<file path="src/rtl/thumb_expand_imm.sv">
// Thumb-2 modified-immediate expansion (ThumbExpandImm_C) with registered outputs.
// One-cycle latency, one result per cycle, no backpressure.
module thumb_expand_imm (
  input  logic        clk,
  input  logic        rst_n,
  input  logic        in_valid,
  input  logic [11:0] imm12,
  input  logic        carry_in,
  output logic [31:0] imm32,
  output logic        carry_out,
  output logic        out_valid
);

  // Replicated byte patterns selected by imm12[9:8]. A zero byte naturally
  // yields zero, which covers the UNPREDICTABLE encodings.
  function automatic logic [31:0] replicate(input logic [1:0] sel, input logic [7:0] a);
    logic [31:0] v;
    v = 32'h0;
    case (sel)
      2'b00:   v = {24'h0, a};
      2'b01:   v = {8'h0, a, 8'h0, a};
      2'b10:   v = {a, 8'h0, a, 8'h0};
      default: v = {a, a, a, a};
    endcase
    return v;
  endfunction

  // Rotate-right of {1, imm12[6:0]} by imm12[11:7] using a doubled word.
  function automatic logic [31:0] rotate(input logic [11:0] e);
    logic [31:0] unrot;
    logic [63:0] dbl;
    unrot = {24'h0, 1'b1, e[6:0]};
    dbl   = {unrot, unrot} >> e[11:7];
    return dbl[31:0];
  endfunction

  logic [31:0] w_imm32_p0;
  logic        w_carry_p0;

  always_comb begin
    w_imm32_p0 = 32'h0;
    w_carry_p0 = carry_in;
    if (imm12[11:10] == 2'b00) begin
      w_imm32_p0 = replicate(imm12[9:8], imm12[7:0]);
      w_carry_p0 = carry_in;
    end else begin
      w_imm32_p0 = rotate(imm12);
      w_carry_p0 = w_imm32_p0[31];
    end
  end

  // p0 -> p1: output registers; data holds when no valid input is accepted
  logic [31:0] r_imm32_p1;
  logic        r_carry_p1;
  logic        r_vld_p1;

  always_ff @(posedge clk or negedge rst_n) begin
    if (!rst_n) begin
      r_imm32_p1 <= 32'h0;
      r_carry_p1 <= 1'b0;
      r_vld_p1   <= 1'b0;
    end else begin
      r_vld_p1 <= in_valid;
      if (in_valid) begin
        r_imm32_p1 <= w_imm32_p0;
        r_carry_p1 <= w_carry_p0;
      end
    end
  end

  assign imm32     = r_imm32_p1;
  assign carry_out = r_carry_p1;
  assign out_valid = r_vld_p1;

endmodule

</file>
<file path="config.mk">
export PLATFORM = sky130hd
export DESIGN_NAME = thumb_expand_imm
export DESIGN_NICKNAME = d
export VERILOG_FILES = /design/src/rtl/thumb_expand_imm.sv
export SDC_FILE = /design/constraint.sdc
export NUM_CORES = 1
export LEC_CHECK = 0
export ABC_AREA = 1
export CORE_MARGIN = 8
export CORE_UTILIZATION = 52
export CTS_CLUSTER_SIZE = 10
export DETAILED_ROUTE_END_ITERATION = 8
export GPL_ROUTABILITY_DRIVEN = 0
export PLACE_DENSITY = 0.83
export SYNTH_ARGS = -nofsm -noshare
export SYNTH_HDL_FRONTEND = slang
export SYNTH_SLANG_ARGS = --single-unit
export TNS_END_PERCENT = 50
</file>
<file path="constraint.sdc">
create_clock -name clk -period 1.8 [get_ports clk]
set_clock_uncertainty 0.15 [all_clocks]
set_input_delay 0.27 -clock clk [delete_from_list [all_inputs] [get_ports clk]]
set_output_delay 0.27 -clock clk [all_outputs]
set_load 0.005 [all_outputs]
</file>
* After elaboration in Yosys (flattened, before gate mapping)
Index checks and enable logic that the tools add are counted.
Word-level totals: flip-flop bits (word level) 34, output and inout bits 34
Cells by class: eq/ne operators 2, shift operators 1, mux-type cells 3, reductions and logical operators 2
Operators by type and width (number):
- one-hot mux 32 bit (3 select lines) | 1
- >> shifter 40 x 5 -> 32 bit | 1
- two-way mux 32 bit | 1
- logical NOT 2 bit | 2
- == test 2 x 1 -> 1 bit (second input constant) | 1
- == test 2 bit (second input constant) | 1
- two-way mux 1 bit | 1

* Longest topological paths before layout
Gate-level depths: netlist of run 1.
word-level depth 3, mapped depth 10, gate-level depth less buffers 9

* Least setup slack after synthesis of run 1
No wires, ideal clock.
path kind input -> register, from in imm12[8], to reg r_imm32_p1[5], in the netlist imm32[5], library setup time 119 ps, data arrival time 1030 ps, required time 1531 ps, slack 501 ps, cell stages on the path 8, cells stage by stage buf_4 inv_2 buf_6 nand2_1 nand3_1 nand2_1 a31oi_1 nor2_1
On the way: longest elaborated chain between the ends 3, elaborated cells on any way between the ends 6, classes of those cells eq/ne: 2; shift: 1; mux: 2; reduce/logical: 1
Ends and longest elaborated chain:
- start: declaration | line 7 | input logic [11:0] imm12,
- parallel branches: the longest is 2 deep, another holds >> shifter 40 x 5 -> 32 bit
- two-way mux 32 bit * | line 43 | if (imm12[11:10] == 2'b00) begin
- end signal: assignment | line 65 | r_imm32_p1 <= w_imm32_p0;
- end: declaration | line 53 | logic [31:0] r_imm32_p1;
Mark *: on every way between the ends. A chain may end at the register's enable or synchronous reset.

* Worst setup path in the final report of run 1
from in imm12[7], to reg r_imm32_p1[7], in the netlist imm32[7]
On the way: longest elaborated chain between the ends 2, elaborated cells on any way between the ends 3, classes of those cells shift: 1; mux: 2
Ends and longest elaborated chain (line):
- >> shifter 40 x 5 -> 32 bit / one-hot mux 32 bit (3 select lines) (equally long branches) | 33, 19
- two-way mux 32 bit * | 43
Every way passes the cells marked *; elsewhere a longest branch is shown, timed or not.

==> key figures, run 1 <==
Timing
  • Final period util: 90.9%
  • Slew HR: 71.2%
  • Max-slew violation count: 0
  • Endpoints failing setup: 0
  • Final hold vios: 0
  • Worst Tran Pin Value: ~0.43 ns
  • Final worst-path setup slack: about 0.16 ns
  • RSZ-0062 raised after global routing: no
  • Max frequency: 611 MHz
  • Final period demand of the worst path: 1.64 ns

GRT
  • Gr ovfl total: 0
  • First-pass GRT wire length: between 10 and 15 mm
  • Initial antenna violation count: 0
  • Largest net degree at the start of global routing: 47
  • Vias in the first global route: about 2,300
  • All-Layer GR Usage: 19.9%

Critical path
  • RR Endpoint: imm32[20]$_DFFE_PN0P_
  • Worst path slowest cell: clkdlybuf4s50_1
  • R2r worst-path depth: 3
  • CP Max Fanout: 8
  • Most used cell along the critical path: nand2_1
  • Crit end category: flop
  • Critical path class: primary input to flop
  • R2R Path Start: imm32[20]$_DFFE_PN0P_
  • Worst path top cell family by delay: buffers and inverters
  • Crit path DAT: between 1.5 and 2 ns
  • Crit path depth: 10
  • Required time of the critical path: between 1.5 and 2 ns
  • CP max stage delay: between 0.5 and 0.6 ns
  • Worst Setup SP: imm12[7]
  • R2R Setup Slk: 0.81 ns
  • Worst path bufs/invs: 2
  • Startpoint types: primary input
  • Worst Setup EP: imm32[7]$_DFFE_PN0P_
  • CP cell instances: clkdlybuf4s50_1 -> inv_2 -> nand2_1 -> nand3_1 -> nand2_1 -> nand2_1 -> nand3_1 -> nand2_1 -> nand2_1 -> nand2_1

Placement
  • Count of input and output buffers: 49
  • Worst slack, placed: -0.122 ns
  • # placed instances: between 400 and 500
  • Post-DP HPWL: about 4.4 mm
  • Dpl cell area: approximately 2800 µm²

Die
  • Initial Utilization: a little over half
  • Core Rows: 23
  • Die Area: ~6300 µm²
  • Core box area: approximately 4000 µm²
  • Die X-Extent: between 70 and 80 µm
  • Die H: 79.4 µm
  • Top Ports: 50

Synth
  • Post-synthesis sequential area ratio: 40.7%
  • Post-synthesis register bit count: 34
  • Mean Syn Cell Area: 6.98 µm²
  • Syn_nets: approximately 320
  • Mapped Cells: between 200 and 300
  • Cell Area, Synth: 2090 µm²
  • Distinct cells, synth: 24
  • Yosys warns: 0

Clock network
  • CTS H-tree depth: 2
  • Deepest clock path buffer count: 2
  • CTS tree: yes
  • Post-cts sizing count: 0
  • Hold Buf Count CTS: 0
  • Post-CTS setup repair buffer count: 0
  • Root Buffer: clkbuf_8
  • Worst-skew pair later-pin latency: roughly 0.28 ns
  • TritonCTS Buffers: 5
  • Reg clk slew, reported paths: ~0.070 ns
  • Clock tree sinks: 34

Pwr
  • Leakage: between 1 and 1.5 nW
  • Pwr dens: 708 nW/µm²
  • Worst vdd ir: 0.435 mV

Routing
  • # DRC: 0
  • Drt initial violations: 185
  • TritonRoute pass-1 iters: 5
  • Final ANT Viol Nets: 0
  • Via count: 2,303
  • Final WL: 5.94 mm
  • Routed len/inst: 14.1 µm
  • Via-per-instance ratio: 5.47

Layout
  • Area delta synth->final: 37.8%
  • Final Non-Filler Cells: between 400 and 500
  • Ratio of cells with drive above 1 in the final layout: 15.4%
  • Diode count: 0
  • Design area: about 2900 µm²
  • Final net count: between 300 and 400

Run status
  • Status: complete, no violations

Flow run
  • Max capacitance violation total: 0

Hold path
  • Min-Delay Path Class: primary input to async pin
==> synth_stat cells <==
library cell,n,share of area (%)
nor2_4,2,1.1
nand3_1,50,12
buf_6,5,2.7
clkbuf_1,3,0.54
buf_4,4,1.4
a31oi_1,11,3.3
o21ai_2,1,0.42
o21ai_0,1,0.24
nand2_2,2,0.60
a21oi_2,1,0.42
nor2_1,43,7.7
nor3_1,1,0.24
nand2_1,73,13
a21oi_1,29,7.0
dfrtp_1,34,41
clkinv_1,1,0.18
nand4_1,7,2.1
or2_2,1,0.30
buf_1,2,0.36
nor2_2,2,0.60
o21ai_1,2,0.48
inv_1,12,2.2
buf_2,3,0.72
inv_2,9,1.6
==> final cells by class <==
class	count	area, µm²
Tap cell	50	62.6
Inverter	22	82.6
Clock buffer	7	86.3
Multi-Input combinational cell	226	1030
Fill cell	342	1060
Sequential cell	34	851
Timing Repair Buffer	81	756
Clock inverter	1	5.00
==> worst register-to-register path, delay by kind of cell (launching register included) <==
kind	cells	cell delay [ns]
buf+inv	1	0.03
flops	1	0.38
simple gates	2	0.34
==> sequential cells by signal, indices dropped and copies added, names as in the netlist <==
name       flops
out_valid      1
imm32         32
carry_out      1
==> worst min path at each step <==
stage                          from               endpoint  cells past startpoint
2_1_floorplan                 rst_n  carry_out$_DFFE_PN0P_                      0
3_3_place_gp   imm32[7]$_DFFE_PN0P_   imm32[7]$_DFFE_PN0P_                      2
3_5_place_dp   imm32[7]$_DFFE_PN0P_   imm32[7]$_DFFE_PN0P_                      2
4_1_cts                       rst_n  imm32[22]$_DFFE_PN0P_                      2
5_1_grt                       rst_n  imm32[16]$_DFFE_PN0P_                      2
6_report                      rst_n  imm32[22]$_DFFE_PN0P_                      2
==> cells by family (layout without fill, tap and decap cells) <==
family	count (synthesis)	after routing	synth area share [%]
simple gates	181	181	37.7
compound gates	45	45	11.8
buf+inv	39	111	9.71
flops	34	34	40.7
==> routing by layer <==
layer  vias up  GRT usage (%)  wire length [µm]  part of all wire [%]
met5         -              0                 0                     0
met4         0           11.3               213                   3.6
met2       103           33.1              2820                    48
met1      1041           22.5              2400                    40
met3        28           5.29               503                   8.5
li1       1131              -                 -                     -
==> stage by stage <==
stage	util, %	total power, mW	TNS [ns]	hold slack, ns
floorplan	-	1.15	0	-0.176
global placement	70.7	1.46	-0.444	0.318
detailed placement	70.7	1.47	-0.999	0.328
CTS	73.0	2.06	0	0.260
global route	73.0	2.16	0	0.315
finish	73.0	2.04	0	0.249
==> report_power, final <==
part           internal, mW  switching [mW]  leakage, nW
logic                 0.294           0.287        0.898
registers             0.839          0.0397        0.413
clock network         0.308           0.270       0.0482
total                  1.44           0.596         1.36
==> layout by cell type (no fill, tap or decap) <==
| cell | instances |
|---|---|
| clkinv_2 | 1 |
| inv_1 | 12 |
| dfrtp_1 | 34 |
| inv_2 | 9 |
| clkbuf_1 | 1 |
| o21ai_1 | 2 |
| or2_2 | 1 |
| clkbuf_8 | 6 |
| o21ai_2 | 1 |
| clkdlybuf4s50_1 | 49 |
| buf_4 | 30 |
| nand2_2 | 2 |
| clkinv_1 | 1 |
| nor2_2 | 2 |
| o21ai_0 | 1 |
| a21oi_2 | 1 |
| buf_12 | 2 |
| a31oi_1 | 11 |
| nand2_1 | 73 |
| nand4_1 | 7 |
| nor2_1 | 43 |
| nor2_4 | 2 |
| a21oi_1 | 29 |
| nand3_1 | 50 |
| nor3_1 | 1 |
Power figures use the tool's default switching activity.
==> run 2, diff against run 1 <==
Settings changed: CORE_UTILIZATION 52 to 50, PLACE_DENSITY 0.83 to 0.8.
Clock period 1.8 ns to 1.7 ns, I/O delays scaled along.
==> run 2 against run 1 <==
Compared with the run above: worst setup slack worse by 0.080 ns; cell count up 2.1%; power up 7.0%; sequential power up 6.1%; count of clock-buffer cells in the layout down 1; wire length up 12%; register-to-register slack worse by 0.10 ns; worst hold slack worse by 0.019 ns; first-iteration DRC count up 15%; cell area up 2.3%; non-clock buffer count up 11; utilization up 0.61 points; critical endpoint is now imm32[6]; largest power group unchanged.
==> key figures, run 2 (synthesis results as in run 1) <==
Routing
  • # DRC: 0 (unchanged)
  • Uppermost layer routed: met4
  • Final ANT Viol Nets: 0 (unchanged)
  • Routed len/inst: 15.4 µm (+9.3%)
  • TritonRoute pass-1 iters: 7 (+2)
  • Routed wl met3: 605 µm (+20%)
  • Via count: 2,426 (+5.3%)
  • Drt initial violations: 213 (+15%)
  • Final WL: 6.63 mm (+12%)
  • WL met2: 3.15 mm (+12%)
  • Via-per-instance ratio: 5.64 (+3.1%)
  • Met1 wire length: 2.70 mm (+13%)

Timing
  • Setup TNS: 0 ns (unchanged)
  • Worst Tran Pin Value: 0.423 ns (-0.00883 ns)
  • Endpoints failing setup: 0 (unchanged)
  • Max frequency: a little over 600 MHz
  • Final period util: 95.0%
  • Final period demand of the worst path: ~1.6 ns
  • Final hold vios: 0 (unchanged)
  • Slew HR: 71.8% (+0.59 points)
  • Max-slew violation count: 0 (unchanged)
  • RSZ-0062 raised after global routing: no

Pwr
  • Pwr dens: 740 nW/µm² (+4.6%)
  • Leakage: 1.41 nW (+3.9%)
  • Worst vdd ir: 0.525 mV (+21%)

Die
  • Die H: 80.6 µm (+1.6%)
  • Core Rows: 23 (unchanged)
  • Top Ports: 50 (unchanged)
  • Die X-Extent: 80.6 µm (+1.6%)
  • Core box area: 4000 µm² (+1.5%)
  • Die Area: 6500 µm² (+3.2%)
  • Initial Utilization: 52.2% (-0.76 points)

Clock network
  • Root Buffer: clkbuf_8
  • TritonCTS Buffers: 5 (unchanged)
  • Worst-skew pair later-pin latency: 0.29 ns (about the same)
  • Post-CTS setup repair buffer count: 0 (unchanged)
  • Post-cts sizing count: 0 (unchanged)
  • CTS tree: yes
  • CTS H-tree depth: 2 (unchanged)
  • Hold Buf Count CTS: 0 (unchanged)
  • Reg clk slew, reported paths: 0.07 ns (about the same)
  • Deepest clock path buffer count: 2 (unchanged)
  • Clock tree sinks: 34 (unchanged)

GRT
  • Largest net degree at the start of global routing: 35 (-26%)
  • All-Layer GR Usage: 21.2% (+1.4 points)
  • Vias in the first global route: 2,395 (+3.8%)
  • Initial antenna violation count: 0 (unchanged)
  • First-pass GRT wire length: 10.9 mm (+8.9%)
  • Gr ovfl total: 0 (unchanged)

Critical path
  • R2r worst-path depth: 3 (unchanged)
  • Crit path DAT: 1.21 ns (-0.46 ns)
  • Worst path bufs/invs: 1 (-1)
  • CP Max Fanout: 2 (-6)
  • R2R Setup Slk: 0.71 ns (-0.10 ns)
  • R2R Path Start: imm32[20]$_DFFE_PN0P_
  • Required time of the critical path: 1.29 ns (-0.54 ns)
  • Worst path top cell family by delay: buffers and inverters
  • Crit path depth: 1 (-9)
  • CP max stage delay: 0.53 ns (-0.06 ns)
  • Crit end category: output pin
  • RR Endpoint: imm32[20]$_DFFE_PN0P_
  • Startpoint types: flop
  • Critical path class: flop to output pin
  • Worst Setup SP: imm32[6]$_DFFE_PN0P_
  • Worst path slowest cell: clkdlybuf4s50_1
  • Worst Setup EP: imm32[6]
  • CP cell instances: clkdlybuf4s50_1

Layout
  • Ratio of cells with drive above 1 in the final layout: 17.9% (+2.5 points)
  • Diode count: 0 (unchanged)
  • Most frequent cells in the layout: nand2_1, nand3_1, clkdlybuf4s50_1
  • Final net count: 397 (+2.8%)
  • Area delta synth->final: 41.0%
  • Fin util: 73.6% (+0.61 points)
  • Design area: 2940 µm² (+2.3%)
  • Most common cell after layout, fill and taps aside: nand2_1
  • Max reg flops: 32 (unchanged)

Flow run
  • Max capacitance violation total: 0 (unchanged)

Run status
  • Status: complete, no violations

Placement
  • Count of input and output buffers: 49 (unchanged)
  • Post-DP HPWL: 5.00 mm (+14%)
  • Dpl cell area: 2860 µm² (+2.5%)

Hold path
  • Min-Delay Path Class: primary input to async pin
[run 2: how the worst min path moves through the flow]
stage	startpoint	end	slack (ns)
floorplan	rst_n	carry_out$_DFFE_PN0P_	-0.19
global placement	imm32[7]$_DFFE_PN0P_	imm32[7]$_DFFE_PN0P_	0.31
detailed placement	imm32[7]$_DFFE_PN0P_	imm32[7]$_DFFE_PN0P_	0.33
CTS	rst_n	imm32[16]$_DFFE_PN0P_	0.25
global route	rst_n	imm32[10]$_DFFE_PN0P_	0.30
finish	rst_n	imm32[5]$_DFFE_PN0P_	0.23
[run 2: where the power goes]
group | total (mW) | switching [mW] | internal, mW
Sequential | 0.933 | 0.0445 | 0.888
Clock | 0.605 | 0.293 | 0.313
Combinational | 0.642 | 0.319 | 0.324
[run 2: per-stage QoR]
stage                     power [mW]  std cells  worst slack [ns]  hold slack [ns]
after floorplan                 1.22        299             0.416           -0.191
after global placement          1.57        424            -0.144            0.315
after detailed placement        1.58        424            -0.193            0.329
after CTS                       2.18        430            0.0748            0.249
after global routing            2.28        430            0.0245            0.300
final                           2.18        430            0.0842            0.229
[run 2: layer usage]
layer,global-route usage [%],vias up
met1,24.9,1110
li1,-,1155
met3,6.58,23
met5,0,-
met4,9.45,0
met2,34.6,138
[run 2: cell type report]
class / instances / area (µm²)
inverter: 22 / 82.6
fill: 357 / 1060
multi-input combinational: 226 / 1040
clock buffer: 6 / 82.6
tap: 50 / 62.6
sequential: 34 / 851
timing repair buffer: 92 / 828
==> run 3, diff against run 2 <==
Settings changed: TNS_END_PERCENT 50 to 10.
==> results of run 3 <==
No change in the layout: final DEF, timing and power equal those of run 2.
